**config.mk**
```make
export PLATFORM = sky130hd
export DESIGN_NAME = correlate_bank_flat
export DESIGN_NICKNAME = d
export VERILOG_FILES = /design/src/rtl/correlate_bank_if.sv /design/src/rtl/correlate_bank.sv /design/src/flat_wrapper.sv
export SDC_FILE = /design/constraint.sdc
export NUM_CORES = 1
export LEC_CHECK = 0
export ABC_CLOCK_PERIOD_IN_PS = 5500
export CELL_PAD_IN_SITES_DETAIL_PLACEMENT = 1
export CELL_PAD_IN_SITES_GLOBAL_PLACEMENT = 2
export CORE_MARGIN = 5
export CORE_UTILIZATION = 43
export CTS_BUF_LIST = sky130_fd_sc_hd__clkbuf_8
export DETAILED_ROUTE_END_ITERATION = 7
export GPL_TIMING_DRIVEN = 1
export HOLD_SLACK_MARGIN = 0.15
export PLACE_DENSITY = 0.93
export REMOVE_ABC_BUFFERS = 1
export SYNTH_ARGS = -nofsm -noshare
export SYNTH_HDL_FRONTEND = slang
export SYNTH_SLANG_ARGS = --single-unit
export TNS_END_PERCENT = 10
```
**constraint.sdc**
```tcl
create_clock -name clock -period 5.5 [get_ports clock]
set_input_delay 0.825 -clock clock [delete_from_list [all_inputs] [get_ports clock]]
set_output_delay 0.825 -clock clock [all_outputs]
set_load 0.02 [all_outputs]
```
**src/rtl/correlate_bank_if.sv**
```systemverilog
// Beat interface between the sample-pair sequencer (master) and the correlator bank (slave).
// The same bundle carries the emitted visibility stream back to the master side.
interface correlate_bank_if #(
    parameter int WIDTH  = 8,
    parameter int NPAIRS = 4
);
    localparam int SBITS = (NPAIRS > 1) ? $clog2(NPAIRS) : 1;

    logic             valid_i;
    logic             first_i;
    logic             last_i;
    logic             auto_i;
    logic             ai_i;
    logic             aq_i;
    logic             bi_i;
    logic             bq_i;
    logic             valid_o;
    logic             first_o;
    logic             last_o;
    logic [SBITS-1:0] slot_o;
    logic [WIDTH-1:0] rdata_o;
    logic [WIDTH-1:0] idata_o;
    logic             ovf_o;
    logic             misalign_o;

    modport slave (
        input  valid_i, first_i, last_i, auto_i, ai_i, aq_i, bi_i, bq_i,
        output valid_o, first_o, last_o, slot_o, rdata_o, idata_o, ovf_o, misalign_o
    );

    modport master (
        output valid_i, first_i, last_i, auto_i, ai_i, aq_i, bi_i, bq_i,
        input  valid_o, first_o, last_o, slot_o, rdata_o, idata_o, ovf_o, misalign_o
    );
endinterface

```
**src/rtl/correlate_bank.sv**
```systemverilog
// Time-multiplexed 1-bit complex correlator: NPAIRS register accumulator slots,
// two-stage pipeline (decode, then read-modify-write + emit on the last pass).
module correlate_bank #(
    parameter int WIDTH    = 8,
    parameter int NPAIRS   = 4,
    parameter int SATURATE = 1
) (
    input  logic             clock,
    input  logic             reset,
    correlate_bank_if.slave  bus
);
    localparam int SBITS = (NPAIRS > 1) ? $clog2(NPAIRS) : 1;
    localparam logic [WIDTH-1:0] MAXV = '1;

    typedef struct packed {
        logic [1:0]       re;
        logic [1:0]       im;
        logic [SBITS-1:0] slot;
        logic             first;
        logic             last;
    } beat_t;

    logic [SBITS-1:0]             slot;
    logic                         lat_first;
    logic                         lat_last;
    logic [1:0]                   re_c;
    logic [1:0]                   im_c;
    beat_t                        s1;
    logic                         s1_vld;
    logic [NPAIRS-1:0][WIDTH-1:0] acc_r;
    logic [NPAIRS-1:0][WIDTH-1:0] acc_i;
    logic [NPAIRS-1:0]            ovf;
    logic [WIDTH-1:0]             base_r;
    logic [WIDTH-1:0]             base_i;
    logic [WIDTH:0]               sum_r;
    logic [WIDTH:0]               sum_i;
    logic [WIDTH-1:0]             nxt_r;
    logic [WIDTH-1:0]             nxt_i;
    logic                         nxt_ovf;

    // Sign-bit product decode: 2 = agree, 0 = opposite, 1 = quadrature.
    always_comb begin
        re_c = 2'd1;
        im_c = 2'd1;
        if (bus.auto_i) begin
            re_c = {1'b0, bus.ai_i} + {1'b0, bus.aq_i};
            im_c = {1'b0, bus.bi_i} + {1'b0, bus.bq_i};
        end else begin
            case ({bus.ai_i, bus.aq_i, bus.bi_i, bus.bq_i})
                4'h0, 4'h5, 4'hA, 4'hF: re_c = 2'd2;
                4'h3, 4'h6, 4'h9, 4'hC: re_c = 2'd0;
                default:                re_c = 2'd1;
            endcase
            case ({bus.ai_i, bus.aq_i, bus.bi_i, bus.bq_i})
                4'h1, 4'h7, 4'h8, 4'hE: im_c = 2'd2;
                4'h2, 4'h4, 4'hB, 4'hD: im_c = 2'd0;
                default:                im_c = 2'd1;
            endcase
        end
    end

    // Read and write of the bank both happen in stage 2, so back-to-back
    // beats to one slot see the freshly written value without forwarding.
    always_comb begin
        base_r  = s1.first ? '0 : acc_r[s1.slot];
        base_i  = s1.first ? '0 : acc_i[s1.slot];
        sum_r   = {1'b0, base_r} + {{(WIDTH-1){1'b0}}, s1.re};
        sum_i   = {1'b0, base_i} + {{(WIDTH-1){1'b0}}, s1.im};
        nxt_r   = (sum_r[WIDTH] && SATURATE != 0) ? MAXV : sum_r[WIDTH-1:0];
        nxt_i   = (sum_i[WIDTH] && SATURATE != 0) ? MAXV : sum_i[WIDTH-1:0];
        nxt_ovf = (!s1.first && ovf[s1.slot]) || sum_r[WIDTH] || sum_i[WIDTH];
    end

    always_ff @(posedge clock or posedge reset) begin
        if (reset) begin
            slot           <= '0;
            lat_first      <= 1'b0;
            lat_last       <= 1'b0;
            s1             <= '0;
            s1_vld         <= 1'b0;
            acc_r          <= '0;
            acc_i          <= '0;
            ovf            <= '0;
            bus.valid_o    <= 1'b0;
            bus.first_o    <= 1'b0;
            bus.last_o     <= 1'b0;
            bus.slot_o     <= '0;
            bus.rdata_o    <= '0;
            bus.idata_o    <= '0;
            bus.ovf_o      <= 1'b0;
            bus.misalign_o <= 1'b0;
        end else begin
            s1_vld <= bus.valid_i;
            if (bus.valid_i) begin
                s1   <= '{re: re_c, im: im_c, slot: slot, first: bus.first_i, last: bus.last_i};
                slot <= (slot == SBITS'(NPAIRS - 1)) ? '0 : slot + SBITS'(1);
                // Slot 0 sets the pass framing; every other slot must agree with it.
                if (slot == '0) begin
                    lat_first <= bus.first_i;
                    lat_last  <= bus.last_i;
                end else if (bus.first_i != lat_first || bus.last_i != lat_last) begin
                    bus.misalign_o <= 1'b1;
                end
            end

            bus.valid_o <= s1_vld && s1.last;
            if (s1_vld) begin
                acc_r[s1.slot] <= nxt_r;
                acc_i[s1.slot] <= nxt_i;
                ovf[s1.slot]   <= nxt_ovf;
                if (s1.last) begin
                    bus.first_o <= (s1.slot == '0);
                    bus.last_o  <= (s1.slot == SBITS'(NPAIRS - 1));
                    bus.slot_o  <= s1.slot;
                    bus.rdata_o <= nxt_r;
                    bus.idata_o <= nxt_i;
                    bus.ovf_o   <= nxt_ovf;
                end
            end
        end
    end
endmodule

```
**src/flat_wrapper.sv**
```systemverilog
// flat-port wrapper written by rule: the top's interface ports become plain ports
module correlate_bank_flat 
#(
    parameter int WIDTH    = 8,
    parameter int NPAIRS   = 4,
    parameter int SATURATE = 1
)
  (clock, reset, bus_valid_i, bus_first_i, bus_last_i, bus_auto_i, bus_ai_i, bus_aq_i, bus_bi_i, bus_bq_i, bus_valid_o, bus_first_o, bus_last_o, bus_slot_o, bus_rdata_o, bus_idata_o, bus_ovf_o, bus_misalign_o);
  correlate_bank_if #(.WIDTH(WIDTH), .NPAIRS(NPAIRS)) bus_i ();
  input  logic clock;
  input  logic reset;
  input wire logic [$bits(bus_i.valid_i)-1:0] bus_valid_i;
  input wire logic [$bits(bus_i.first_i)-1:0] bus_first_i;
  input wire logic [$bits(bus_i.last_i)-1:0] bus_last_i;
  input wire logic [$bits(bus_i.auto_i)-1:0] bus_auto_i;
  input wire logic [$bits(bus_i.ai_i)-1:0] bus_ai_i;
  input wire logic [$bits(bus_i.aq_i)-1:0] bus_aq_i;
  input wire logic [$bits(bus_i.bi_i)-1:0] bus_bi_i;
  input wire logic [$bits(bus_i.bq_i)-1:0] bus_bq_i;
  output wire logic [$bits(bus_i.valid_o)-1:0] bus_valid_o;
  output wire logic [$bits(bus_i.first_o)-1:0] bus_first_o;
  output wire logic [$bits(bus_i.last_o)-1:0] bus_last_o;
  output wire logic [$bits(bus_i.slot_o)-1:0] bus_slot_o;
  output wire logic [$bits(bus_i.rdata_o)-1:0] bus_rdata_o;
  output wire logic [$bits(bus_i.idata_o)-1:0] bus_idata_o;
  output wire logic [$bits(bus_i.ovf_o)-1:0] bus_ovf_o;
  output wire logic [$bits(bus_i.misalign_o)-1:0] bus_misalign_o;
  assign bus_i.valid_i = bus_valid_i;
  assign bus_i.first_i = bus_first_i;
  assign bus_i.last_i = bus_last_i;
  assign bus_i.auto_i = bus_auto_i;
  assign bus_i.ai_i = bus_ai_i;
  assign bus_i.aq_i = bus_aq_i;
  assign bus_i.bi_i = bus_bi_i;
  assign bus_i.bq_i = bus_bq_i;
  assign bus_valid_o = bus_i.valid_o;
  assign bus_first_o = bus_i.first_o;
  assign bus_last_o = bus_i.last_o;
  assign bus_slot_o = bus_i.slot_o;
  assign bus_rdata_o = bus_i.rdata_o;
  assign bus_idata_o = bus_i.idata_o;
  assign bus_ovf_o = bus_i.ovf_o;
  assign bus_misalign_o = bus_i.misalign_o;
  correlate_bank #(.WIDTH(WIDTH), .NPAIRS(NPAIRS), .SATURATE(SATURATE)) u_core (.clock(clock), .reset(reset), .bus(bus_i));
endmodule
```
; ---- After elaboration in Yosys (flattened, before gate mapping)
; Memory sizes are Yosys's and may differ from the RTL's.
; Cells that the tools add are included.
[totals]
latchBits = 0
ramBits = 0
romBits = 64
elab_cells = 72
regBits = 104
out_inout_bits = 23
input_bits = 10
memories = 2
[mem_list]
columns = memory, words, word_bits, rd, rd_ports_with_merged_regs, write_ports, line
row1 = (name not given), 16, 2, 1, 0, 0, correlate_bank.sv:49  ; case ({bus.ai_i, bus.aq_i, bus.bi_i, bus.bq_i})
row2 = (name not given), 16, 2, 1, 0, 0, correlate_bank.sv:54  ; case ({bus.ai_i, bus.aq_i, bus.bi_i, bus.bq_i})
[classes]
mul = 0
reduce_logical = 12
n_eq_ne = 4
muxes = 20
div_mod_pow = 0
shift = 0
n_lt_le_gt_ge = 2
add_sub_neg = 5
bitwise = 1
[ops]
columns = cell, count
row1 = bitwise mux 32 bit, 2
row2 = two-way mux 8 bit, 7
row3 = binary-select mux 8 bit (select 2 bit), 2
row4 = adder 8 x 2 -> 9 bit, 2
row5 = demux 8 bit (select 2 bit), 1
row6 = two-way mux 2 bit, 3
row7 = adder 1 x 1 -> 2 bit, 2
row8 = bitwise mux 4 bit, 1
row9 = "equality test 2 bit, second input constant", 2
row10 = zero test 2 bit, 2
row11 = AND reduction 2 bit, 2
row12 = logical AND 1 bit, 3
row13 = logical OR 1 bit, 3
row14 = "less-than comparator 2 x 3 -> 1 bit, second input constant", 1
row15 = AND reduction 3 bit, 1
row16 = "adder 2 x 1 -> 2 bit, second input constant", 1
row17 = binary-select mux 1 bit (select 2 bit), 1
row18 = demux 1 bit (select 2 bit), 1
row19 = ">= comparator 2 x 1 -> 1 bit, second input constant", 1
row20 = two-way mux 1 bit, 2
row21 = != test 1 bit, 2
row22 = zero test 1 bit, 1
row23 = inverter 1 bit, 1

; ---- Depth between registers and ports, before layout
; Gate-level depths: netlist of the first run.
[logic_depth]
ltp_word = 7
mapped_depth = 15
depth_no_buf = 11

; ---- Least setup slack after synthesis of the first run
; Ideal clock, no wire load.
[synth_path]
kind = flip-flop to flip-flop
start = register u_core.s1[3] (netlist name)
end = register u_core.bus.idata_o[6]
setup_ns = 0.083
t_arrival_ns = 3.386
stages_incl_launch_ff = 15
period_less_slack_ns = 3.469
n_path_buf = 4
setup_slack_ns = 2.031
required_ns = 5.417
path_cell_list = dfrtp_1 > buf_2 > buf_4 > buf_2 > buf_1 > mux4_2 > and2_1 > ha_1 > inv_1 > fa_1 > or2_2 > o22ai_1 > and4_4 > mux2_2 > o21ai_0
[synth_via]
elab_chain_cells = 5
[synth_lines]
columns = item, line
row1 = "start, declared", correlate_bank.sv:28  ; beat_t s1;
row2 = "start signal, assigned", correlate_bank.sv:95  ; s1 <= '{re: re_c, im: im_c, slot: slot, first: bus.first_i, last: bus.last_i};
row3 = binary-select mux 8 bit (select 2 bit), correlate_bank.sv:66  ; base_i = s1.first ? '0 : acc_i[s1.slot];
row4 = two-way mux 8 bit (implied by the code), correlate_bank.sv:66
row5 = two-way mux 8 bit, correlate_bank.sv:66
row6 = adder 8 x 2 -> 9 bit, correlate_bank.sv:68  ; sum_i = {1'b0, base_i} + {{(WIDTH-1){1'b0}}, s1.im};
row7 = two-way mux 8 bit, correlate_bank.sv:70  ; nxt_i = (sum_i[WIDTH] && SATURATE != 0) ? MAXV : sum_i[WIDTH-1:0];
row8 = "end signal, assigned", correlate_bank.sv:116  ; bus.idata_o <= nxt_i;
row9 = "end, declared", correlate_bank_if.sv:28  ; output valid_o, first_o, last_o, slot_o, rdata_o, idata_o, ovf_o, misalign_o
; No other way between the ends. The select of a mux whose other input is x is not followed.
; A chain may end at the register's enable or synchronous reset.

; ---- Worst setup path after layout of the first run
[layout_path]
start = register u_core.s1[1] (netlist name)
end = register u_core.ovf[0]
[layout_via]
elab_chain_cells = 5
word_cells_on_any_way = 9
cone_classes = 2 x add/sub / 3 x mux / 4 x reduce/logical
[layout_lines]
columns = item, line
row1 = two-way mux 8 bit or zero test 1 bit (tied branches), "correlate_bank.sv:65, correlate_bank.sv:71"
row2 = adder 8 x 2 -> 9 bit or logical AND 1 bit (tied branches), "correlate_bank.sv:67, correlate_bank.sv:71"
row3 = logical OR 1 bit, correlate_bank.sv:71  ; nxt_ovf = (!s1.first && ovf[s1.slot]) || sum_r[WIDTH] || sum_i[WIDTH];
row4 = logical OR 1 bit *, correlate_bank.sv:71
row5 = bitwise mux 4 bit *, correlate_bank.sv:110  ; ovf[s1.slot] <= nxt_ovf;
row6 = "end signal, assigned by index", correlate_bank.sv:110
row7 = "end, declared", correlate_bank.sv:32  ; logic [NPAIRS-1:0] ovf;
; Mark *: on every way between the ends. The rest lies on a longest branch, timed or not.

==> metrics, run 1 <==
Starting Density=44.12%; nets@finish=535; status=finished clean; IR drop worst, VDD=0.3437 mV; post-cts resize count=0; dpl hpwl=between 8000 and 9000 um; vias in the first global route=4111; Total GRT Usage=17.92%; final routed DRC violation total=0; TritonCTS clock tree=done; switch share=roughly two fifths; clk buf depth=2; Synth Cell Area=a little over 0.005 mm2; worst skew pair latency=0.38 ns; Synth Area in Compound Gates=a little over an eighth; WL/cell=between 15 and 20 um; Seq pwr share=between 40% and 50%; Root Driver=clkbuf_8; CP Launch Type=flop; hold path cells=2; RSZ-0062 raised after global routing=false; Die Span Y=118.7 um; power share of the combinational group=roughly 40%; post-route ant nets=0; Ant. Diodes=0; Die Wd=about 120 um; fin cells=660; Leakage=about 2.4 nW; vias per inst=5.608; clk sink count=104; I/O Pins=33; Post-Synthesis Cells=between 400 and 500; die area=0.01409 mm2; Hold Path Class=reg2reg; crit-path max FO=20; part of the power in the clock network=about 18%; initial antenna violation count=0; CTS Buf Count=9; CP required=5.79 ns; Port Buffers=32; Final Wtd Congestion=0.7720; Final Skew=around 0.011 ns; placed cell areas=0.005478 mm2; Sw Pwr=approximately 1.1 mW; min cycle time layout=3.571 ns; # setup viols final=0; gr ovfl total=0; XOR/XNOR share of the synthesized area=2.068%; synth-to-layout area growth=12.02%; WP data arrival=3.86 ns; CTS H-tree lvls=3; FFs w/ async S/R, synth=between 90% and 100%; Internal=approximately 1.8 mW; Max Cap Viol=0; ratio of cells with drive above 1 in the final layout=10.83%; Max-slew headroom=20.04%; row count=39; Final Hold Viols=0; Post-Synth Adder-Cell Area=under 10%; postcts setup bufs=0; EDFF count, synth=0; Mapped Avg Cell Area=10.26 um2; 1st-iter DRT viols=150; Total Wirelength=12140 um; wire length of the first global-routing pass=roughly 21000 um; largest family of logic cells by synthesized area=simple AND/OR/NAND/NOR gates; Power Dens Cells=505.8 mW/mm2; fin area=0.005692 mm2; mux cell area share after synthesis=11.40%; total number of vias=3701; Reg2Reg Depth=10; # hold bufs at CTS=0; Synth warnings=0; Synth Flop Type=dfrtp_1; Distinct cells, synth=47; Setup CP Type=reg2reg; sequential fraction of the synthesis area=~51%; fmax=280.1 MHz; placed instance count=644; slew of the pin with the lowest slew margin=about 1.2 ns; setup TNS=0 ns; Tcrit/Tclk final=64.92%; Post-Synth Simple-Gate Area=roughly 14%; Setup crit end kind=flop; FF+latch count, synth=104; Core Box Area=0.01152 mm2; largest net degree at the start of global routing=54; First-pass DRT Iterations=4; max-slew violations=0; clock transition at the registers of the reported paths=0.10 ns
## worst paths after layout
kind | startpoint | to | slack, ns
max in group asynchronous | reset | u_core.acc_i[20] | 3.49
hold / removal | u_core.bus.last_o | u_core.bus.last_o | 0.48
min in group asynchronous | reset | u_core.acc_r[10] | 0.90
setup / recovery | u_core.s1[1] | u_core.ovf[0] | 1.93
hold reg to reg | u_core.bus.last_o | u_core.bus.last_o | 0.48
setup reg to reg | u_core.s1[1] | u_core.ovf[0] | 1.93
## flip-flops by register name (all words and copies together), names as in the netlist
register / cells
u_core.s1: 8
u_core.bus.misalign_o: 1
u_core.bus.idata_o: 8
u_core.lat_first: 1
u_core.ovf: 4
u_core.acc_i: 32
u_core.lat_last: 1
u_core.bus.ovf_o: 1
u_core.bus.last_o: 1
u_core.bus.rdata_o: 8
u_core.acc_r: 32
u_core.slot: 2
u_core.bus.slot_o: 2
u_core.bus.valid_o: 1
u_core.s1_vld: 1
u_core.bus.first_o: 1
## worst max-delay path: stages, from the launching register on
cell	delay [ns]
dfrtp_1	0.50
inv_1	0.46
and2_1	0.21
ha_1	0.16
inv_1	0.06
fa_1	0.46
or2_2	0.29
o22ai_1	0.26
and4_4	0.30
nand2_1	0.42
a31oi_1	0.36
## cell families (layout without fill, tap and decap cells)
family,after synthesis,after routing
mux,35,35
simple gates,162,162
buf+inv,47,69
compound gates,122,122
flops,104,104
xor+xnor,12,12
fa+ha+maj,13,13
## cells in the mapped netlist, types with 7 or more instances
library cell | number | area [um2]
inv_1 | 16 | 60.06
dfrtp_1 | 104 | 2603
mux4_2 | 17 | 382.9
ha_1 | 11 | 137.6
o31ai_1 | 7 | 52.55
nand2_1 | 90 | 337.8
mux2_2 | 13 | 146.4
a21oi_1 | 15 | 75.07
o21ai_0 | 66 | 330.3
a31oi_1 | 20 | 125.1
clkbuf_1 | 18 | 67.56
xnor2_1 | 8 | 70.07
nor2_1 | 38 | 142.6
## cells in the final DEF, fill, tap and decap left out, types with 2 or more instances in the layout
master / instances
dfrtp_1: 104
nand2_1: 90
o21ai_0: 66
nor2_1: 38
clkdlybuf4s50_1: 32
a31oi_1: 20
inv_1: 18
mux4_2: 17
a21oi_1: 15
mux2_2: 13
ha_1: 11
clkbuf_8: 10
xnor2_1: 8
o31ai_1: 7
and2_1: 5
nor2b_1: 5
nand3_1: 5
mux2i_1: 5
buf_4: 5
nand2b_1: 4
xor2_1: 4
a22oi_1: 2
nand3b_1: 2
or2_2: 2
nor3_1: 2
and3b_1: 2
a211oi_1: 2
o211ai_1: 2
fa_1: 2
bufinv_16: 2
## cell type report
cell class              instances  area (um2)
clock buffers                  10       137.6
fillers                      1266        5824
inverters                      16       62.56
repair buffers                 37       357.8
well taps                     143       178.9
flip-flops and latches        104        2603
multi-input cells             344        2276
clock inverters                 6       76.32
## power groups by stage
stage	Clock [mW]	Combinational, mW	Sequential, mW
CTS	0.531	1.19	1.18
detailed placement	0	1.19	1.20
global route	0.562	1.31	1.21
global placement	0	1.14	1.18
floorplan	0	0.704	1.26
finish	0.518	1.18	1.18
## metrics by stage
step / utilization, % / hold WS, ns / worst slack [ns] / total power [mW]
floorplan: - / 0.4422 / 1.791 / 1.963
global placement: 47.57 / 0.4522 / 2.110 / 2.316
detailed placement: 47.57 / 0.4617 / 1.948 / 2.382
CTS: 49.42 / 0.4843 / 1.931 / 2.907
global route: 49.42 / 0.4993 / 1.742 / 3.083
finish: 49.42 / 0.4752 / 1.929 / 2.879
## per-layer routing
layer,share of wire [%],GRT usage [%],up-vias
li1,-,-,1748
met1,45,23.02,1890
met2,51,31.23,48
met3,2.7,3.629,15
met4,1.2,4.272,0
met5,0,0,-
Note: power is estimated with default switching activity, not from simulation.
==> inputs of run 2 (changes only) <==
- ABC_CLOCK_PERIOD_IN_PS: 5500 -> 2900
- CORE_UTILIZATION: 43 -> 36
- PLACE_DENSITY: 0.93 -> 0.84
- clock period: 5.5 -> 2.9 ns (I/O delays scaled with it)
==> run 2 against run 1 <==
- clock-buffer cell count is 1 higher
- worst hold slack better by 0.0032 ns
- combinational power is 120% higher
- first-iteration DRC count is 45% higher
- utilization is 5.4 points lower
- total power is 95% higher
- die area is 18% higher
- critical path depth is 2 higher
- clock skew hardly changed
- cell count is 9.4% higher
- non-clock buffer count is 26 higher
==> metrics, run 2 (synthesis results as in run 1) <==
First-pass DRT Iterations=4 (unchanged); Die Wd=128.8 um (+8.5%); fin area=0.006107 mm2 (+7.3%); # setup viols final=0 (unchanged); power share of the combinational group=46.0% (+5.0 points); Total GRT Usage=16.79% (-1.1 points); TritonCTS clock tree=done; clk buf depth=2 (unchanged); vias per inst=5.280 (-5.8%); worst skew pair latency=0.38 ns (about the same); Leakage=2.604 nW (+6.5%); # hold bufs at CTS=0 (unchanged); Hold Path Class=reg2reg; Setup CP Type=reg2reg; gr ovfl total=0 (unchanged); part of the power in the clock network=14.5% (-3.5 points); status=finished clean; Tcrit/Tclk final=95.57% (+31 points); vias in the first global route=4198 (+2.1%); slew of the pin with the lowest slew margin=0.7330 ns (-0.4638 ns); Worst Slack Setup Final=0.1284 ns (-1.801 ns); RSZ-0062 raised after global routing=true; Internal=3.402 mW (+92%); largest net degree at the start of global routing=46 (-15%); row count=43 (+10%); crit-path cells=buf_4 -> mux2i_1 -> a21oi_1 -> nand2_1 -> fa_2 -> or2_2 -> o22ai_2 -> and4_4 -> buf_4 -> a22oi_2 -> buf_6 -> o21ai_1; max-slew violations=0 (unchanged); nets@finish=561 (+4.9%); placed cell areas=0.005720 mm2 (+4.4%); Die Span Y=128.8 um (+8.5%); Max-slew headroom=50.98% (+31 points); worst slack at placement=-0.06556 ns (-2.014 ns); clock transition at the registers of the reported paths=0.09 ns (about the same); dpl hpwl=9195 um (+10%); Fin Hold WS=0.4784 ns (+0.003211 ns); total number of vias=3812 (+3.0%); Root Driver=clkbuf_8; commonest non-fill, non-tap cell in the layout=dfrtp_1; die area=0.01659 mm2 (+18%); crit path max-delay cell type=dfrtp_2; Final Hold Viols=0 (unchanged); Max stage delay on crit path=0.46 ns (-0.04 ns); Port Buffers=32 (unchanged); switch share=39.45% (+1.1 points); post-route ant nets=0 (unchanged); Starting Density=36.61% (-7.5 points); clk sink count=104 (unchanged); Max Cap Viol=0 (unchanged); Power Dens Cells=919.9 mW/mm2 (+82%); Sw Pwr=2.216 mW (+100%); ratio of cells with drive above 1 in the final layout=20.48% (+9.6 points); PnR Total Power=5.618 mW (+95%); fmax=360.8 MHz (+29%); Ant. Diodes=0 (unchanged); Final Skew=0.01095 ns (-0.00007760 ns); CP required=3.20 ns (-2.59 ns); wire length of the first global-routing pass=21950 um (+6.4%); Final Wtd Congestion=0.8894 (+15%); largest registers=u_core.acc_i: 32 flops, u_core.acc_r: 32 flops; 1st-iter DRT viols=217 (+45%); CTS Buf Count=9 (unchanged); WL/cell=18.29 um (-0.50%); CP Launch Type=flop; final routed DRC violation total=0 (unchanged); CTS H-tree lvls=3 (unchanged); IR drop worst, VDD=0.4031 mV (+17%); WP data arrival=3.08 ns (-0.78 ns); crit-path most repeated cell=buf_4; Core Box Area=0.01388 mm2 (+21%); setup TNS=0 ns (unchanged); min cycle time layout=2.772 ns (-0.7990 ns); Seq pwr share=39.4% (-1.6 points); Total Wirelength=13210 um (+8.8%); synth-to-layout area growth=20.19%; initial antenna violation count=0 (unchanged); I/O Pins=33 (unchanged); most frequent cells in the layout=dfrtp_1, nand2_1, o21ai_0, nor2_1, clkdlybuf4s50_1; CP delay by family, top=simple AND/OR/NAND/NOR gates; crit-path max FO=6 (-70%); Setup crit end kind=flop; critical path buffer and inverter count=3 (+1)
==> run 2: repair_timing <==
item,4_1_cts,5_1_grt
setup endpoints to repair,40,85
cloned,0,1
endpoints found under the hold margin,0,0
pin swaps,0,10
buffers inserted,0,4
resized for setup,6,52
==> run 2: metal layers <==
layer | wire length [um] | global-route usage, %
met1 | 5914 | 21.46
met2 | 6748 | 28.72
met4 | 182 | 4.385
met5 | 0 | 0
met3 | 362 | 3.985
==> run 2: tightest hold or removal path, cell delays in order, from the launching register on <==
cell     delay [ns]
dfrtp_1        0.35
nand2_1        0.05
nand2_1        0.05
==> run 2: path summary, 6_finish.rpt <==
check	end	depth (start not counted)	from	slack [ns]
min in group asynchronous	u_core.bus.rdata_o[3]	2	reset	0.49
worst min register to register	u_core.bus.last_o	2	u_core.bus.last_o	0.48
worst max register to register	u_core.acc_i[11]	12	u_core.s1[2]	0.13
worst min-delay path	u_core.bus.last_o	2	u_core.bus.last_o	0.48
worst max-delay path	u_core.acc_i[11]	12	u_core.s1[2]	0.13
max in group asynchronous	u_core.s1[3]	3	reset	1.78
==> run 2: power by group through the flow <==
stage	Combinational (mW)	Clock, mW	Sequential, mW
finish	2.59	0.817	2.22
global route	2.85	0.918	2.28
CTS	2.46	0.853	2.22
detailed placement	2.44	0	2.25
global placement	2.33	0	2.22
floorplan	1.34	0	2.39
==> run 2: through the flow <==
step / util (%) / std cells
floorplan: - / 464
global placement: 41.21 / 702
detailed placement: 41.21 / 702
CTS: 42.47 / 717
global route: 44.00 / 722
finish: 44.00 / 722
==> run 2: layout make-up <==
cell class,instances,area (um2)
clock inverter,4,15.01
inverter,16,62.56
sequential,104,2605
fill,1548,7774
clock buffer,11,151.4
timing repair buffer,63,611.8
multi-input combinational,344,2436
tap,180,225.2
==> RTL change (settings of run 2) <==
`SATURATE` is set to 1 in 2 places; all go to 0.
--- a/src/rtl/correlate_bank.sv
+++ b/src/rtl/correlate_bank.sv
@@ -3,7 +3,7 @@
 module correlate_bank #(
     parameter int WIDTH    = 8,
     parameter int NPAIRS   = 4,
-    parameter int SATURATE = 1
+    parameter int SATURATE = 0
 ) (
     input  logic             clock,
     input  logic             reset,
--- a/src/flat_wrapper.sv
+++ b/src/flat_wrapper.sv
@@ -3,7 +3,7 @@
 #(
     parameter int WIDTH    = 8,
     parameter int NPAIRS   = 4,
-    parameter int SATURATE = 1
+    parameter int SATURATE = 0
 )
   (clock, reset, bus_valid_i, bus_first_i, bus_last_i, bus_auto_i, bus_ai_i, bus_aq_i, bus_bi_i, bus_bq_i, bus_valid_o, bus_first_o, bus_last_o, bus_slot_o, bus_rdata_o, bus_idata_o, bus_ovf_o, bus_misalign_o);
   correlate_bank_if #(.WIDTH(WIDTH), .NPAIRS(NPAIRS)) bus_i ();
Behaviour: same outputs for any inputs over 10 cycles, from zero or initial values and one cycle with reset high; that may be too few to reach the edited logic, so the function may still have changed.
==> RTL change against run 2 <==
Utilization decreased by 2.1 points; via count decreased by 12%; sequential cell count unchanged; synthesized area decreased by 1.9%; highest routed layer unchanged; wire length decreased by 14%; largest cell class unchanged; final area decreased by 5.9%; count of clock-buffer cells in the layout decreased by 2; total power decreased by 15%; critical path depth decreased by 3; sequential power decreased by 10%; non-clock buffer count decreased by 16; worst setup slack improved by 0.048 ns.
==> RTL change: results (changes against run 2) <==
Mapped Cells 430 (-13%); FF/Latch Area 2600 um2 (about the same); Top Family by Delay on Critical Path multiplexers; worst reg-to-reg setup slack 0.18 ns (+0.05 ns); Area contributors post-synth dfrtp_1 52%, mux2_2 6.3%, nand2_1 5.9%, o21ai_0 5.5%, mux4_2 5.0%; post-synthesis compound-gate area fraction 10.8% (-2.9 points); via/cell ratio 5.17 (-2.0%); Seq/Total Area, Yosys 52.2% (+0.98 points); Max VDD drop 0.278 mV (-31%); P_comb 1.76 mW (-32%); crit share post-route 93.9% (-1.7 points); fillers 1,484 (-4.1%); Placement Cell Area 5520 um2 (-3.6%); skew final 0.00939 ns (-0.00156 ns); Final nets 486 (-13%); max_slew headroom 44.1% (-6.9 points); layout cells sized above 1 17.3% (-3.2 points); Final HPWL DP 8.11 mm (-12%); drt pass-1 iters 5 (+1); Leakage 2.52 nW (-3.3%); run status finished, final reports clean; Synth Area in Adders 3.56% (+0.067 points); DP Cell Count 632 (-10%); Critical R2R Capture u_core.ovf[3]$_DFFE_PP0P_; P_seq 1.99 mW (-10%); Non-Filler Instances 648 (-10%); R2R depth 9 (-3); worst hold slack 0.443 ns (-0.0357 ns); drt total wl 11.4 mm (-14%); WP data arrival 3.00 ns (-0.08 ns); HP Class in -> async; first-pass GRT wire length 19.2 mm (-13%); multiplexer area fraction after synthesis 16.2% (+4.8 points); vias in the first global route 3,658 (-13%); largest net degree at the start of global routing 64 (+39%); GRT Total Usage 15.0% (-1.8 points)
==> RTL change: cell types whose count changed after synthesis, sizes merged, moves of 9 or more <==
cell / before / now
nor2: 38 / 12
mux2: 13 / 30
nand2: 90 / 80
a22o: 1 / 16
o21ai: 66 / 57
a21oi: 15 / 5
a31oi: 20 / 0
==> RTL change: area by class of cell <==
cell class | count | share of cell area, %
inverters | 12 | 0.827
clock buffers | 9 | 2.15
clock inverters | 7 | 1.68
multi-input cells | 289 | 38.4
repair buffers | 47 | 7.75
flip-flops and latches | 104 | 45.3
well taps | 180 | 3.92
==> RTL change: cell families (layout without fill, tap and decap cells) <==
family | count (synthesis) | count (layout)
mux | 51 | 51
compound gates | 89 | 89
buf+inv | 37 | 75
fa+ha+maj | 13 | 13
flops | 104 | 104
simple gates | 120 | 120
xor+xnor | 16 | 16
==> RTL change: per-layer routing <==
layer,track usage [%],up-vias,routed length [um]
met3,2.38,17,253
met2,25.3,42,5580
met4,6.30,0,232
met5,0,-,0
met1,19.4,1725,5330
li1,-,1569,-
